[config.mk]
export PLATFORM = sky130hd
export DESIGN_NAME = cnfg_reg_bank
export DESIGN_NICKNAME = d
export VERILOG_FILES = /design/src/rtl/cnfg_reg_bank_pkg.sv /design/src/rtl/cmd_fifo.sv /design/src/rtl/cnfg_reg_bank.sv
export SDC_FILE = /design/constraint.sdc
export NUM_CORES = 2
export LEC_CHECK = 0
export BUFFER_PORTS_ARGS = -buffer_cell sky130_fd_sc_hd__buf_2
export CORE_AREA = 3 3 445 447
export CTS_CLUSTER_DIAMETER = 150
export DETAILED_ROUTE_END_ITERATION = 16
export DIE_AREA = 0 0 448 450
export PLACE_DENSITY = 0.75
export REMOVE_ABC_BUFFERS = 1
export SETUP_SLACK_MARGIN = 0.4
export SLEW_MARGIN = 20
export SYNTH_ARGS = -nofsm -noshare
export SYNTH_HDL_FRONTEND = slang
export SYNTH_SLANG_ARGS = --single-unit
[constraint.sdc]
create_clock -name sclk -period 7.8 [get_ports sclk]
set_clock_uncertainty 0.15 [all_clocks]
set_input_delay 0.39 -clock sclk [delete_from_list [all_inputs] [get_ports sclk]]
set_output_delay 0.39 -clock sclk [all_outputs]
set_load 0.02 [all_outputs]
[src/rtl/cnfg_reg_bank_pkg.sv]
// rtl/cnfg_reg_bank_pkg.sv - shared address offsets and STATUS field layout for cnfg_reg_bank
package cnfg_reg_bank_pkg;

  // Offsets above the range-register block (base address NUM_RANGES)
  localparam int unsigned OFS_MISC      = 0;
  localparam int unsigned OFS_ADDR      = 1;
  localparam int unsigned OFS_CMD       = 2;
  localparam int unsigned OFS_STATUS    = 3;
  localparam int unsigned OFS_SNAP_FSM  = 4;
  localparam int unsigned OFS_SNAP_DIAG = 5;

  // STATUS flags sit directly above the count field, LSB first
  localparam int unsigned ST_EMPTY_REL = 0;
  localparam int unsigned ST_FULL_REL  = 1;
  localparam int unsigned ST_OVF_REL   = 2;

  function automatic int unsigned st_bit(input int unsigned cnt_w, input int unsigned rel);
    return cnt_w + rel;
  endfunction

endpackage

[src/rtl/cmd_fifo.sv]
// rtl/cmd_fifo.sv - command FIFO; a push into a full FIFO lands only when a pop frees a slot the same cycle
module cmd_fifo #(
  parameter int CMD_W     = 8,
  parameter int CMD_DEPTH = 4
) (
  input  logic                         clk_i,
  input  logic                         rst_i,
  input  logic                         push_i,
  input  logic [CMD_W-1:0]             push_data_i,
  input  logic                         pop_i,
  output logic                         full_o,
  output logic                         empty_o,
  output logic [$clog2(CMD_DEPTH):0]   count_o,
  output logic [CMD_W-1:0]             head_o
);

  localparam int PW = $clog2(CMD_DEPTH);
  localparam int CW = PW + 1;
  localparam logic [CW-1:0] DEPTH_C = CW'(CMD_DEPTH);

  logic [CMD_W-1:0] mem_q [CMD_DEPTH];
  logic [PW-1:0]    wr_ptr_q, wr_ptr_d;
  logic [PW-1:0]    rd_ptr_q, rd_ptr_d;
  logic [CW-1:0]    count_q, count_d;
  logic             pop_eff, push_eff;

  always_comb begin
    pop_eff  = pop_i && (count_q != '0);
    push_eff = push_i && ((count_q != DEPTH_C) || pop_eff);
    wr_ptr_d = wr_ptr_q + PW'(push_eff);
    rd_ptr_d = rd_ptr_q + PW'(pop_eff);
    count_d  = count_q + CW'(push_eff) - CW'(pop_eff);
  end

  always_ff @(posedge clk_i) begin
    if (rst_i) begin
      wr_ptr_q <= '0;
      rd_ptr_q <= '0;
      count_q  <= '0;
    end else begin
      wr_ptr_q <= wr_ptr_d;
      rd_ptr_q <= rd_ptr_d;
      count_q  <= count_d;
      if (push_eff) mem_q[wr_ptr_q] <= push_data_i;
    end
  end

  assign full_o  = (count_q == DEPTH_C);
  assign empty_o = (count_q == '0);
  assign count_o = count_q;
  assign head_o  = empty_o ? '0 : mem_q[rd_ptr_q];

endmodule

[src/rtl/cnfg_reg_bank.sv]
// rtl/cnfg_reg_bank.sv - APB-style configuration bank: range/misc/addr registers, command FIFO, snapshots
module cnfg_reg_bank
  import cnfg_reg_bank_pkg::*;
#(
  parameter int                NUM_RANGES = 8,
  parameter int                DATA_W     = 160,
  parameter int                ADDR_W     = 5,
  parameter int                CMD_W      = 8,
  parameter int                CMD_DEPTH  = 4,
  parameter logic [DATA_W-1:0] ID_DATA    = DATA_W'('h52414D)
) (
  input  logic                          sclk,
  input  logic                          rst,
  input  logic                          psel,
  input  logic                          penable,
  input  logic                          pwrite,
  input  logic [ADDR_W-1:0]             paddr,
  input  logic [DATA_W-1:0]             pwdata,
  output logic [DATA_W-1:0]             prdata,
  input  logic [$clog2(NUM_RANGES)-1:0] rangei,
  output logic [DATA_W-1:0]             prog_cnfg,
  output logic [DATA_W-1:0]             misc_cnfg,
  output logic [DATA_W-1:0]             addr_cnfg,
  output logic                          cmd_valid,
  output logic [CMD_W-1:0]              cmd_data,
  input  logic                          cmd_ready,
  input  logic [DATA_W-1:0]             fsm_bits,
  input  logic [DATA_W-1:0]             diag_bits
);

  localparam int RW = $clog2(NUM_RANGES);
  localparam int CW = $clog2(CMD_DEPTH) + 1;

  localparam logic [ADDR_W-1:0] A_MISC      = ADDR_W'(NUM_RANGES + OFS_MISC);
  localparam logic [ADDR_W-1:0] A_ADDR      = ADDR_W'(NUM_RANGES + OFS_ADDR);
  localparam logic [ADDR_W-1:0] A_CMD       = ADDR_W'(NUM_RANGES + OFS_CMD);
  localparam logic [ADDR_W-1:0] A_STATUS    = ADDR_W'(NUM_RANGES + OFS_STATUS);
  localparam logic [ADDR_W-1:0] A_SNAP_FSM  = ADDR_W'(NUM_RANGES + OFS_SNAP_FSM);
  localparam logic [ADDR_W-1:0] A_SNAP_DIAG = ADDR_W'(NUM_RANGES + OFS_SNAP_DIAG);
  localparam logic [ADDR_W-1:0] A_ID        = '1;

  logic [DATA_W-1:0] range_q [NUM_RANGES];
  logic [DATA_W-1:0] range_d [NUM_RANGES];
  logic [DATA_W-1:0] misc_q, misc_d;
  logic [DATA_W-1:0] addr_q, addr_d;
  logic [DATA_W-1:0] snap_fsm_q, snap_fsm_d;
  logic [DATA_W-1:0] snap_diag_q, snap_diag_d;
  logic              ovf_q, ovf_d;

  logic              wr, rd, push, pop;
  logic              fifo_full, fifo_empty;
  logic [CW-1:0]     fifo_count;
  logic [CMD_W-1:0]  fifo_head;
  logic [DATA_W-1:0] status_word;

  assign wr   = psel && penable && pwrite;
  assign rd   = psel && penable && !pwrite;
  assign push = wr && (paddr == A_CMD);
  assign pop  = cmd_valid && cmd_ready;

  cmd_fifo #(
    .CMD_W     (CMD_W),
    .CMD_DEPTH (CMD_DEPTH)
  ) u_cmd_fifo (
    .clk_i       (sclk),
    .rst_i       (rst),
    .push_i      (push),
    .push_data_i (pwdata[CMD_W-1:0]),
    .pop_i       (pop),
    .full_o      (fifo_full),
    .empty_o     (fifo_empty),
    .count_o     (fifo_count),
    .head_o      (fifo_head)
  );

  always_comb begin
    range_d     = range_q;
    misc_d      = misc_q;
    addr_d      = addr_q;
    snap_fsm_d  = snap_fsm_q;
    snap_diag_d = snap_diag_q;
    if (wr) begin
      if (paddr < A_MISC)            range_d[paddr[RW-1:0]] = pwdata;
      else if (paddr == A_MISC)      misc_d = pwdata;
      else if (paddr == A_ADDR)      addr_d = pwdata;
      else if (paddr == A_SNAP_FSM) begin
        snap_fsm_d  = fsm_bits;
        snap_diag_d = diag_bits;
      end
    end
    // A fresh overflow beats the read-to-clear in the same cycle
    ovf_d = ovf_q;
    if (rd && (paddr == A_STATUS)) ovf_d = 1'b0;
    if (push && fifo_full && !pop) ovf_d = 1'b1;
  end

  always_ff @(posedge sclk) begin
    if (rst) begin
      for (int i = 0; i < NUM_RANGES; i++) range_q[i] <= '0;
      misc_q      <= '0;
      addr_q      <= '0;
      snap_fsm_q  <= '0;
      snap_diag_q <= '0;
      ovf_q       <= 1'b0;
    end else begin
      range_q     <= range_d;
      misc_q      <= misc_d;
      addr_q      <= addr_d;
      snap_fsm_q  <= snap_fsm_d;
      snap_diag_q <= snap_diag_d;
      ovf_q       <= ovf_d;
    end
  end

  always_comb begin
    status_word = '0;
    status_word[CW-1:0] = fifo_count;
    status_word[st_bit(CW, ST_EMPTY_REL)] = fifo_empty;
    status_word[st_bit(CW, ST_FULL_REL)]  = fifo_full;
    status_word[st_bit(CW, ST_OVF_REL)]   = ovf_q;
  end

  always_comb begin
    prdata = '0;
    if (paddr < A_MISC) begin
      prdata = range_q[paddr[RW-1:0]];
    end else begin
      case (paddr)
        A_MISC:      prdata = misc_q;
        A_ADDR:      prdata = addr_q;
        A_CMD:       prdata[CMD_W-1:0] = fifo_head;
        A_STATUS:    prdata = status_word;
        A_SNAP_FSM:  prdata = snap_fsm_q;
        A_SNAP_DIAG: prdata = snap_diag_q;
        A_ID:        prdata = ID_DATA;
        default:     prdata = '0;
      endcase
    end
  end

  always_comb begin
    prog_cnfg = '0;
    if (32'(rangei) < 32'(NUM_RANGES)) prog_cnfg = range_q[rangei];
  end

  assign misc_cnfg = misc_q;
  assign addr_cnfg = addr_q;
  assign cmd_valid = !fifo_empty;
  assign cmd_data  = fifo_head;

endmodule

==> metrics.md <==
| Metric | Value |
|---|---|
| Status | `complete, no violations` |
| Setup TNS | `0 ps` |
| Root Buffer Master | `clkbuf_16` |
| P&R area growth vs syn | `19.2%` |
| PwrDens | `197 nW/um2` |
| Max_cap viols | `0` |
| Mapped Area | `91500 um2` |
| Worst endpoint required time | `slightly above 7000 ps` |
| Routed WL | `~350000 um` |
| Most common cell in the netlist | `nand2_1` |
| Register bit total from synthesis | `1960` |
| F_max | `roughly 210 MHz` |
| Critical path launch point type | `input pin` |
| Antenna violations before repair | `27` |
| Worst slew margin | `a little over a fifth` |
| Vias per inst | `about 6.3` |
| Netlist cell types | `55` |
| Clk_lat worst skew | `870 ps` |
| Worst EP arrival | `4220 ps` |
| Peak supply drop | `205 uV` |
| Share of layout cells above drive strength 1 | `approximately 22%` |
| Total global-route track usage | `32.7%` |
| Number of buffers on the longest clock path | `3` |
| IO Port Bufs | `around 1100` |
| Die span in x | `approximately 450 um` |
| Row count | `approximately 160` |
| Avg Cell Area, Syn | `8.69 um2` |
| Clock sink count | `between 1500 and 2000` |
| CP Capture Type | `output port` |
| Static Leak | `38.9 nW` |
| HP Class | `input pin to flop` |
| Tmin final | `4760 ps` |
| Clk slew on worst S/H paths | `60 ps` |
| Critical path class | `input pin to output port` |
| Yosys top cell by area | `dfxtp_1` |
| Initial core utilization | `a little under half` |
| Pin count of the biggest net entering global routing | `230` |
| GPL Wtd Cong | `between 0.9 and 1` |
| Yosys warns | `0` |
| Global-route wire length before repair | `515000 um` |
| Drt pass-1 iters | `14` |
| Antenna viol nets, final | `0` |
| Final setup margin | `a little over 3000 ps` |
| Setup Viol. Count Final | `0` |
| DIE AREA | `202000 um2` |
| Period utilisation layout | `61.1%` |
| Iteration-0 DRC Markers | `approximately 13000` |
| Drt drc | `0` |
| Vias | `~89000` |
| DP HPWL | `between 200000 and 250000 um` |
| Number of synthesized flops with an enable pin | `32` |
| Vias in the first global route | `around 87000` |
| Post-synth top area share | `42.2%` |
| Routed len/inst | `approximately 24 um` |
| Asr flop ratio synth | `0%` |
| Top_reg_cell synth | `dfxtp_1` |
| Die Y-Extent | `between 400 and 500 um` |
| Synth area leaders | `dfxtp_1 42%, nand2_1 16%, mux4_2 16%, a21oi_1 11%, mux2_2 3.9%` |
| Remaining global-route overflow | `0` |
| Final #Nets | `roughly 12000` |
| Most common library cells after synthesis | `4003 x nand2_1, 1928 x dfxtp_1, 1926 x a21oi_1` |
| CTS tree | `built` |
| Final hold vios | `0` |
| # H-tree levels | `4` |
| RSZ-0062 raised after global routing | `no` |
| Post-Place Setup Slack | `3190 ps` |
| Critical path fanouts, max | `67` |
| Post-Syn Instances | `around 11000` |
| Max Slew Vio Count | `0` |
| Pwr Total | `21.5 mW` |
| Reg-to-reg slack, setup | `4670 ps` |
| # IOs | `around 1100` |
| Total CTS buffers | `about 200` |
| Core area | `between 150000 and 200000 um2` |
| Sequential share of the synthesized area | `~43%` |
| Worst-Margin Slew | `~1200 ps` |
| Util after Layout | `between 50% and 60%` |
cells by family (layout without fill, tap and decap cells):
family / count (synthesis) / count (layout) / share of synthesized area, %
multiplexers: 972 / 972 / 19.9
AO/OA/AOI/OAI: 2254 / 2254 / 13.3
adder cells (fa/ha/maj): 4 / 4 / 0.0629
flip-flops: 1960 / 1960 / 43.2
AND/OR/NAND/NOR: 4248 / 4248 / 17.9
XOR/XNOR: 5 / 5 / 0.0479
other: 0 / 22 / 0
buffers and inverters: 1081 / 2144 / 5.54
per-layer routing:
metal / vias up / GRT usage [%] / routed length [um]
met5: - / 0.0722 / 69
met4: 10 / 22.8 / 26400
met3: 1629 / 7.87 / 42600
met2: 6866 / 50.8 / 156000
met1: 42500 / 40.0 / 120000
li1: 37900 / - / -
critical path: stages:
cell	delay, ps
buf_8	400
buf_4	760
nand4bb_1	460
nor2_4	230
buf_12	400
buf_4	750
a22oi_1	130
nand3_1	310
buf_2	240
metrics by stage:
| step | instances | hold WS (ps) | instance area, um2 |
|---|---|---|---|
| after floorplan | 9451 | 275 | 86400 |
| after CTS | 14100 | 76.6 | 109000 |
| final | 14200 | 148 | 109000 |
| after detailed placement | 13200 | 296 | 96900 |
| after global placement | 13200 | 291 | 96900 |
| after global routing | 14100 | 136 | 109000 |
final cells by class:
class | count | area (um2)
timing repair buffer | 1779 | 12400
fill | 16300 | 85500
clock inverter | 72 | 960
clock buffer | 285 | 5850
inverter | 8 | 30.0
tap | 2542 | 3180
sequential | 1960 | 39600
multi-input combinational | 7483 | 47100
antenna | 22 | 55.1
cells in the final DEF, fill, tap and decap left out, types with 5 or more instances in the layout:
cell type / instances
bufinv_16: 13
mux2i_1: 11
nand2_1: 4003
buf_4: 71
clkinv_4: 6
buf_12: 39
clkbuf_1: 34
and3_1: 6
edfxtp_1: 32
and3_4: 8
clkinv_2: 33
dfxtp_1: 1928
clkinvlp_4: 5
and2_1: 10
a222oi_1: 5
clkinv_16: 8
diode_2: 22
mux4_2: 647
buf_8: 5
mux2_2: 314
a22oi_1: 300
nand3_1: 152
clkbuf_8: 51
clkbuf_16: 201
nor3b_1: 6
inv_1: 8
a21oi_1: 1926
buf_2: 1135
nor2b_1: 5
dlygate4sd3_1: 528
nor2_1: 13
nand3_4: 10
path summary, 6_finish.rpt:
kind / startpoint / to / cells after the start
setup / recovery: paddr[2] / prdata[136] / 9
hold / removal: diag_bits[65] / snap_diag_q[65] / 4
setup reg to reg: u_cmd_fifo.count_o[1] / u_cmd_fifo.count_o[2] / 11
hold reg to reg: snap_fsm_q[133] / snap_fsm_q[133] / 2
flip-flops by register name (all words and copies together), names as in the netlist:
register,count
addr_cnfg,160
u_cmd_fifo.wr_ptr_q,2
snap_fsm_q,160
u_cmd_fifo.rd_ptr_q,2
snap_diag_q,160
range_q,1280
ovf_q,1
u_cmd_fifo.count_o,3
u_cmd_fifo.mem_q,32
misc_cnfg,160
timing repair:
item | 4_1_cts | 5_1_grt
endpoints found under the hold margin | 1957 | 0
hold buffers | 528 | 0
setup buffers | 0 | 0
endpoints found under the setup margin | 0 | 0
resized for setup | 0 | 0
report_power, final:
part	switching [mW]	internal [mW]	leakage, nW	total (mW)
clock	4.27	5.66	3.34	9.93
sequential	0.0445	10.1	15.8	10.1
combinational	0.921	0.560	19.7	1.48
Note: power is estimated with default switching activity, not from simulation.
